===== src/rtl/multicycle_control_unit_if.sv =====
// Handshake/strobe bundle between the core front end and the multicycle sequencer.
interface multicycle_control_unit_if #(parameter int OPCODE_W = 4);
  logic                instr_valid;
  logic                instr_ready;
  logic [OPCODE_W-1:0] opcode;
  logic                mem_ready;
  logic [OPCODE_W-1:0] alu_op;
  logic                alu_switch;
  logic                reg_read;
  logic                reg_write;
  logic                mem_read;
  logic                mem_write;
  logic                pc_en;
  logic                illegal;
  logic                timeout;
  logic                busy;

  modport master (
    output instr_valid, opcode, mem_ready,
    input  instr_ready, alu_op, alu_switch, reg_read, reg_write,
           mem_read, mem_write, pc_en, illegal, timeout, busy
  );

  modport slave (
    input  instr_valid, opcode, mem_ready,
    output instr_ready, alu_op, alu_switch, reg_read, reg_write,
           mem_read, mem_write, pc_en, illegal, timeout, busy
  );
endinterface


===== src/rtl/multicycle_control_unit.sv =====
// Multi-cycle opcode sequencer: IDLE -> DECODE -> EXEC/MEM_LD/MEM_ST -> WB.
// Optional CU_PERF_CNT_EN adds saturating retired/stall counters.
module multicycle_control_unit #(
  parameter int OPCODE_W     = 4,
  parameter int NUM_ALU_OPS  = 4,
  parameter int MEM_WAIT_MAX = 15
) (
  input  logic clk,
  input  logic rst,
  multicycle_control_unit_if.slave bus
`ifdef CU_PERF_CNT_EN
  ,
  output logic [15:0] retired_count,
  output logic [15:0] stall_count
`endif
);

  localparam int CNT_W = (MEM_WAIT_MAX > 0) ? $clog2(MEM_WAIT_MAX + 1) : 1;
  localparam logic [CNT_W-1:0]    WAIT_LIM = CNT_W'(MEM_WAIT_MAX);
  localparam logic [OPCODE_W-1:0] OP_LD    = OPCODE_W'(NUM_ALU_OPS);
  localparam logic [OPCODE_W-1:0] OP_ST    = OPCODE_W'(NUM_ALU_OPS + 1);

  typedef enum logic [2:0] {
    S_IDLE, S_DECODE, S_EXEC, S_MEM_LD, S_MEM_ST, S_WB
  } state_e;

  state_e              state_q, state_d;
  logic [OPCODE_W-1:0] op_q, op_d;
  logic [CNT_W-1:0]    wait_q, wait_d;

  logic is_alu, is_ld, is_st, in_mem, at_limit;

  assign is_alu   = (op_q < OP_LD);
  assign is_ld    = (op_q == OP_LD);
  assign is_st    = (op_q == OP_ST);
  assign in_mem   = (state_q == S_MEM_LD) || (state_q == S_MEM_ST);
  assign at_limit = (MEM_WAIT_MAX != 0) && (wait_q == WAIT_LIM);

  always_ff @(posedge clk) begin
    if (rst) begin
      state_q <= S_IDLE;
      op_q    <= '0;
      wait_q  <= '0;
    end else begin
      state_q <= state_d;
      op_q    <= op_d;
      wait_q  <= wait_d;
    end
  end

  always_comb begin
    state_d = state_q;
    op_d    = op_q;
    wait_d  = wait_q;
    bus.instr_ready = 1'b0;
    bus.alu_switch  = 1'b0;
    bus.reg_read    = 1'b0;
    bus.reg_write   = 1'b0;
    bus.mem_read    = 1'b0;
    bus.mem_write   = 1'b0;
    bus.pc_en       = 1'b0;
    bus.illegal     = 1'b0;
    bus.timeout     = 1'b0;
    bus.busy        = 1'b0;
    bus.alu_op      = '0;
    // All strobes are gated while rst is high, so nothing leaks before the first reset edge.
    if (!rst) begin
      bus.busy = (state_q != S_IDLE);
      unique case (state_q)
        S_IDLE: begin
          bus.instr_ready = 1'b1;
          if (bus.instr_valid) begin
            op_d    = bus.opcode;
            state_d = S_DECODE;
          end
        end
        S_DECODE: begin
          if (is_alu) begin
            state_d = S_EXEC;
          end else if (is_ld) begin
            state_d = S_MEM_LD;
            wait_d  = '0;
          end else if (is_st) begin
            bus.reg_read = 1'b1;
            state_d      = S_MEM_ST;
            wait_d       = '0;
          end else begin
            bus.illegal = 1'b1;
            state_d     = S_IDLE;
          end
        end
        S_EXEC: begin
          bus.alu_switch = 1'b1;
          state_d        = S_WB;
        end
        S_MEM_LD, S_MEM_ST: begin
          if (state_q == S_MEM_LD) begin
            bus.mem_read = 1'b1;
          end else begin
            bus.mem_write = 1'b1;
            bus.reg_read  = 1'b1;
          end
          // Completion beats the limit when both land in the same cycle.
          if (bus.mem_ready) begin
            bus.pc_en = (state_q == S_MEM_ST);
            state_d   = (state_q == S_MEM_LD) ? S_WB : S_IDLE;
          end else if (at_limit) begin
            bus.timeout = 1'b1;
            state_d     = S_IDLE;
          end else if (MEM_WAIT_MAX != 0) begin
            wait_d = wait_q + 1'b1;
          end
        end
        S_WB: begin
          bus.reg_write  = 1'b1;
          bus.pc_en      = 1'b1;
          bus.alu_switch = is_alu;
          state_d        = S_IDLE;
        end
        default: state_d = S_IDLE;
      endcase
      if (bus.alu_switch) bus.alu_op = op_q;
    end
  end

`ifdef CU_PERF_CNT_EN
  logic [15:0] retired_q, retired_d;
  logic [15:0] stall_q, stall_d;

  always_comb begin
    retired_d = retired_q;
    stall_d   = stall_q;
    if (bus.pc_en && (retired_q != 16'hFFFF)) retired_d = retired_q + 16'd1;
    if (!rst && in_mem && !bus.mem_ready && (stall_q != 16'hFFFF)) stall_d = stall_q + 16'd1;
  end

  always_ff @(posedge clk) begin
    if (rst) begin
      retired_q <= '0;
      stall_q   <= '0;
    end else begin
      retired_q <= retired_d;
      stall_q   <= stall_d;
    end
  end

  assign retired_count = retired_q;
  assign stall_count   = stall_q;
`else
  logic unused_in_mem;
  assign unused_in_mem = in_mem;
`endif

endmodule


===== src/flat_wrapper.sv =====
// flat-port wrapper written by rule: the top's interface ports become plain ports
module multicycle_control_unit_flat 
#(
  parameter int OPCODE_W     = 4,
  parameter int NUM_ALU_OPS  = 4,
  parameter int MEM_WAIT_MAX = 15
)
  (clk, rst, bus_instr_valid, bus_opcode, bus_mem_ready, bus_instr_ready, bus_alu_op, bus_alu_switch, bus_reg_read, bus_reg_write, bus_mem_read, bus_mem_write, bus_pc_en, bus_illegal, bus_timeout, bus_busy);
  multicycle_control_unit_if #(.OPCODE_W(OPCODE_W)) bus_i ();
  input  logic clk;
  input  logic rst;
  input wire logic [$bits(bus_i.instr_valid)-1:0] bus_instr_valid;
  input wire logic [$bits(bus_i.opcode)-1:0] bus_opcode;
  input wire logic [$bits(bus_i.mem_ready)-1:0] bus_mem_ready;
  output wire logic [$bits(bus_i.instr_ready)-1:0] bus_instr_ready;
  output wire logic [$bits(bus_i.alu_op)-1:0] bus_alu_op;
  output wire logic [$bits(bus_i.alu_switch)-1:0] bus_alu_switch;
  output wire logic [$bits(bus_i.reg_read)-1:0] bus_reg_read;
  output wire logic [$bits(bus_i.reg_write)-1:0] bus_reg_write;
  output wire logic [$bits(bus_i.mem_read)-1:0] bus_mem_read;
  output wire logic [$bits(bus_i.mem_write)-1:0] bus_mem_write;
  output wire logic [$bits(bus_i.pc_en)-1:0] bus_pc_en;
  output wire logic [$bits(bus_i.illegal)-1:0] bus_illegal;
  output wire logic [$bits(bus_i.timeout)-1:0] bus_timeout;
  output wire logic [$bits(bus_i.busy)-1:0] bus_busy;
  assign bus_i.instr_valid = bus_instr_valid;
  assign bus_i.opcode = bus_opcode;
  assign bus_i.mem_ready = bus_mem_ready;
  assign bus_instr_ready = bus_i.instr_ready;
  assign bus_alu_op = bus_i.alu_op;
  assign bus_alu_switch = bus_i.alu_switch;
  assign bus_reg_read = bus_i.reg_read;
  assign bus_reg_write = bus_i.reg_write;
  assign bus_mem_read = bus_i.mem_read;
  assign bus_mem_write = bus_i.mem_write;
  assign bus_pc_en = bus_i.pc_en;
  assign bus_illegal = bus_i.illegal;
  assign bus_timeout = bus_i.timeout;
  assign bus_busy = bus_i.busy;
  multicycle_control_unit #(.OPCODE_W(OPCODE_W), .NUM_ALU_OPS(NUM_ALU_OPS), .MEM_WAIT_MAX(MEM_WAIT_MAX)) u_core (.clk(clk), .rst(rst), .bus(bus_i));
endmodule

===== config.mk =====
export PLATFORM = sky130hd
export DESIGN_NAME = multicycle_control_unit_flat
export DESIGN_NICKNAME = d
export VERILOG_FILES = /design/src/rtl/multicycle_control_unit_if.sv /design/src/rtl/multicycle_control_unit.sv /design/src/flat_wrapper.sv
export SDC_FILE = /design/constraint.sdc
export NUM_CORES = 1
export LEC_CHECK = 0
export BUFFER_PORTS_ARGS = -buffer_cell sky130_fd_sc_hd__buf_2
export CORE_MARGIN = 8
export CORE_UTILIZATION = 45
export CTS_BUF_LIST = sky130_fd_sc_hd__clkbuf_16
export DETAILED_ROUTE_END_ITERATION = 8
export PLACE_DENSITY_LB_ADDON = 0.2
export SETUP_SLACK_MARGIN = 0.15
export SLEW_MARGIN = 20
export SYNTH_ARGS = -nofsm -noshare
export SYNTH_HDL_FRONTEND = slang
export SYNTH_SLANG_ARGS = --single-unit

===== constraint.sdc =====
create_clock -name clk -period 3.6 [get_ports clk]
set_clock_uncertainty 0.2 [all_clocks]
set_input_delay 0 -clock clk [delete_from_list [all_inputs] [get_ports clk]]
set_output_delay 0 -clock clk [all_outputs]
set_load 0.02 [all_outputs]

Yosys cells after proc, flatten, opt, wreduce, memory -nomap -nowiden. Cells that the tools add are included.

Flip-flop bits (word level): 11. Input bits: 8. Output and inout bits: 14. Word-level logic and storage cells: 73.

Equal/unequal tests: 14. Reductions and logical operators: 7. Order comparisons: 1. Muxes and demuxes: 47. Add/subtract/negate cells: 1.

Operators by type and width (number): $mux W1 (28); $mux W4 (7); $mux W3 (7); $pmux W3 S4 (1); $eq A4 B3 Y1 const B (2); $ne A2 B2 Y1 const B (4); $pmux W4 S2 (1); $eq A3 B2 Y1 const B (2); $eq A3 B3 Y1 const B (2); $pmux W1 S2 (3); $reduce_and A5 Y1 (1); $add A4 B1 Y4 const B (1); $eq A4 B4 Y1 const B (1); $lt A4 B3 Y1 const B (1); $reduce_and A2 Y1 (2); $eq A3 B1 Y1 const B (1); $logic_not A3 Y1 (1); $ne A3 B1 Y1 const B (1); $ne A3 B2 Y1 const B (1); $reduce_bool A3 Y1 (1); $reduce_bool A2 Y1 (1); $reduce_or A2 Y1 (1).

Depth between registers and ports, before layout.
Depth after elaboration: 6. Mapped depth: 5. Mapped depth without buffers: 5.

Worst setup path before layout. No wires, ideal clock.

Kind: register to register. From: reg u_core.wait_q[0]. To: reg u_core.wait_q[1]. Stages on the path, launching flop included: 6. Arrival time: 1.497 ns. Slack: 1.782 ns. Buffers on the path: 0. Library setup time: 0.121 ns. Clock period less this slack: 1.818 ns. Required time: 3.279 ns. Cell sequence: dfxtp_1 -> ha_1 -> a31oi_1 -> mux2i_1 -> o21ai_2 -> mux2_2.

Word-level cells in the longest chain between the ends: 4. Elaborated cells between the ends (all ways): 7. Those cells by class: add/sub (1); eq/ne (2); mux (3); reduce/logical (1).

Ends and longest elaborated chain: start: declaration (line multicycle_control_unit.sv:29) `logic [CNT_W-1:0] wait_q, wait_d;`; start signal: assignment (line multicycle_control_unit.sv:47) `wait_q <= wait_d;`; $add A4 B1 Y4 (line multicycle_control_unit.sv:111) `wait_d = wait_q + 1'b1;`; $mux W4 (line multicycle_control_unit.sv:107) `end else if (at_limit) begin`; $mux W4 (line multicycle_control_unit.sv:104) `if (bus.mem_ready) begin`; $pmux W4 S2 (line multicycle_control_unit.sv:69) `unique case (state_q)`.

Parallel ways exist; a longest one is shown, timed or not. The select of a mux whose other input is x is not followed. A chain may end at the register's enable or synchronous reset.

Worst setup path after layout.
From: reg u_core.wait_q[0]. To: reg u_core.state_q[0].

Word-level cells in the longest chain between the ends: 3.

Ends and longest elaborated chain: $eq A4 B4 Y1 (line multicycle_control_unit.sv:37) `assign at_limit = (MEM_WAIT_MAX != 0) && (wait_q == WAIT_LIM);`; $ne A3 B2 Y1 (no source line); $reduce_and A2 Y1 (no source line); end signal: assignment (line multicycle_control_unit.sv:45) `state_q <= state_d;`; end: declaration (line multicycle_control_unit.sv:27) `state_e state_q, state_d;`.

No other way between the ends.

==> results.json <==
{
  "max_transition_viols_final": 0,
  "p_int_w": 0.0003250,
  "drt_pre_antenna_iters": 4,
  "ff_latch_area_um2": 220.2,
  "worstSetupEndpointType": "register",
  "switching_share_pct": 27.21,
  "grt_pass1_wl_um": 3360,
  "die_w_um": 56.50,
  "globalRoute.totalOverflow": 0,
  "layout.filler_cells": 124,
  "timing.critical_path.fanout_max": 6,
  "post-route-worst-setup-slack_ns": 1.318,
  "drt.antenna.violating_nets": 0,
  "antenna_found_initial": 1,
  "clkSinkCount": 11,
  "post-dp-hpwl_um": 1267,
  "route.detailed.wl_per_inst_um": 13.90,
  "final_common_cell": "sky130_fd_sc_hd__buf_2",
  "clock_insertion_delay_worst_skew_ns": 0.24,
  "die_height_um": 56.50,
  "pwr-share-seq_pct": 33.7,
  "grt_setup_unrepaired": "false",
  "report.final.setup_viol": 0,
  "timing_worst_setup_path_type": "reg -> reg",
  "grt.total_usage_pct": 12.45,
  "max_clock_freq_ghz": 0.4382,
  "synthDominantCellAreaShare_pct": 29.83,
  "dp_worst_setup_slack_ns": 1.618,
  "layout-area-overhead-vs-synth_pct": 40.17,
  "clock_tree.htree_level_count": 1,
  "floorplan.io_pins": 22,
  "ys_ff_latch": 11,
  "worst_setup_path_start_kind": "register",
  "rows": 14,
  "tightestPinTransition_ns": 0.4492,
  "critPathRequiredTime_ns": 3.58,
  "numCtsBuffers": 3,
  "finalHoldViolCount": 0,
  "cell_variety_after_synth": 34,
  "drive_gt1_share_pct": 26.02,
  "detailroute.via_count": 753,
  "p_clk_share_pct": 45.5,
  "finalWeightedCongestion": 0.8215,
  "portBuffers": 21,
  "grt_pass1_vias": 731,
  "maxSlewHeadroom_pct": 70.01,
  "power_density_of_the_placed_cells_nw_per_um2": 431.4,
  "ir_drop_uv": 490.7,
  "synth_top_cells_by_area": "sky130_fd_sc_hd__dfxtp_1 30%, sky130_fd_sc_hd__mux2i_1 6.8%, sky130_fd_sc_hd__nor2_1 5.6%",
  "tritoncts_clock_tree": "yes",
  "leakagePower_nw": 0.4781,
  "die_area_um2": 3192,
  "post-route-period-util_pct": 63.39,
  "grt_max_degree": 17,
  "netlist_area_um2": 738.2,
  "dpl-instance-area_um2": 822.0,
  "p_total_w": 0.0004464,
  "worst_ep_arrival_time_ns": 2.26,
  "combPwrFrac_pct": 20.8,
  "postRouteWirelength_um": 1946,
  "syn_nets": 100,
  "post_cts.resized_instances": 0,
  "iteration_0_drc_count_of_the_detailed_router": 15,
  "worst_min_path_class": "reg -> reg",
  "most-common-layout-cells": "21 x sky130_fd_sc_hd__buf_2, 13 x sky130_fd_sc_hd__dlygate4sd3_1, 11 x sky130_fd_sc_hd__nor2_1, 11 x sky130_fd_sc_hd__dfxtp_1, 6 x sky130_fd_sc_hd__nor3_1",
  "status": "complete, no violations",
  "period_needed_ns": 2.282,
  "finalNetCount": 133,
  "clkTransAtPathRegs_ns": 0.04,
  "synth_seq_area_share_pct": 29.83,
  "post_cts_buffers": 0,
  "syn-mean-instance-area_um2": 8.112,
  "finalInstanceArea_um2": 1035,
  "maxCapViolations": 0,
  "fin_tns_setup_ns": 0,
  "initial_core_util_pct": 48.44,
  "detail_route.drc_violations": 0,
  "root_buffer": "sky130_fd_sc_hd__clkbuf_16",
  "drt-vias-per-instance": 5.379,
  "synth.largest_area_cell": "sky130_fd_sc_hd__dfxtp_1",
  "multiInputGateArea_um2": 465.4,
  "postSynthCellCount": 91,
  "core_um2": 1524,
  "power.net_switching_w": 0.0001215,
  "ctsLongestPathBuffers": 2,
  "cts_hold_buf": 13,
  "yosys_warnings": 0
}
worst max-delay path: stages, from the launching register on:
cell and delay [ns]:
sky130_fd_sc_hd__dfxtp_1 0.33, sky130_fd_sc_hd__ha_1 0.23, sky130_fd_sc_hd__a31oi_1 0.38, sky130_fd_sc_hd__o21ai_0 0.15, sky130_fd_sc_hd__o311a_1 0.17, sky130_fd_sc_hd__nor4_2 0.20, sky130_fd_sc_hd__dlygate4sd3_1 0.57
cell families (layout without fill, tap and decap cells):
family / after synthesis / in the layout / synth area share [%]
AOI/OAI and AO/OA: 17 / 17 / 15.93
adders and majority gates: 1 / 1 / 1.695
buffers and inverters: 9 / 41 / 7.119
DFF: 11 / 11 / 29.83
muxes: 6 / 6 / 8.305
other: 0 / 1 / 0
and+or+nand+nor: 47 / 47 / 37.12
synthesized netlist by cell type (all sizes together):
cell type	count
a21o	1
a21oi	2
a22oi	1
a31oi	2
and2	5
and3b	1
buf	3
clkbuf	3
dfxtp	11
ha	1
inv	3
mux2	1
mux2i	5
nand2	5
nand2b	5
nand3	1
nand3b	1
nor2	11
nor2b	3
nor3	6
nor3b	5
nor4	1
o21ai	6
o21bai	2
o311a	1
o31a	1
o32ai	1
or2	1
or3	1
or4	1
worst paths after layout:
| check | startpoint | cells past startpoint | end | slack (ns) |
|---|---|---|---|---|
| min reg2reg | u_core.wait_q[0]$_SDFFE_PP0P_ | 2 | u_core.wait_q[0]$_SDFFE_PP0P_ | 0.32 |
| max reg2reg | u_core.wait_q[0]$_SDFFE_PP0P_ | 6 | u_core.state_q[0]$_SDFFE_PP0P_ | 1.32 |
| min | u_core.wait_q[0]$_SDFFE_PP0P_ | 2 | u_core.wait_q[0]$_SDFFE_PP0P_ | 0.32 |
| max | u_core.wait_q[0]$_SDFFE_PP0P_ | 6 | u_core.state_q[0]$_SDFFE_PP0P_ | 1.32 |
per-layer routing:
| layer | GRT usage (%) | up-vias | share of wire [%] |
|---|---|---|---|
| met3 | 5.843 | 2 | 5.7 |
| met2 | 19.75 | 18 | 49 |
| met4 | 4.124 | 0 | 1.2 |
| li1 | - | 386 | - |
| met1 | 14.27 | 347 | 44 |
| met5 | 0 | - | 0 |
registers in the layout (all words and copies together) (netlist names):
| signal | flops |
|---|---|
| u_core.op_q | 4 |
| u_core.wait_q | 4 |
| u_core.state_q | 3 |
power groups by stage:
stage | sequential [W] | combinational (W) | clock [W]
6_report | 0.000150 | 0.0000927 | 0.000203
5_1_grt | 0.000153 | 0.000102 | 0.000216
4_1_cts | 0.000150 | 0.0000917 | 0.000202
3_5_place_dp | 0.000152 | 0.0000758 | 0
3_3_place_gp | 0.000151 | 0.0000750 | 0
2_1_floorplan | 0.000141 | 0.0000733 | 0
layout make-up:
type                    instances  share of cell area (%)
inverters                       3                   1.088
repair buffers                 34                   22.73
well taps                      16                   1.935
clock inverters                 1                  0.4837
clock buffers                   3                   7.255
multi-input cells              71                   44.98
flip-flops and latches         11                   21.28
diodes                          1                  0.2418
stage by stage:
stage	hold WS, ns	std cells	util (%)
CTS	0.3220	139	67.73
global placement	0.03382	122	53.94
detailed placement	0.04539	122	53.94
finish	0.3242	140	67.90
floorplan	-0.1494	91	-
global route	0.3571	140	67.90
No activity file was read; power rests on OpenSTA's default activity.
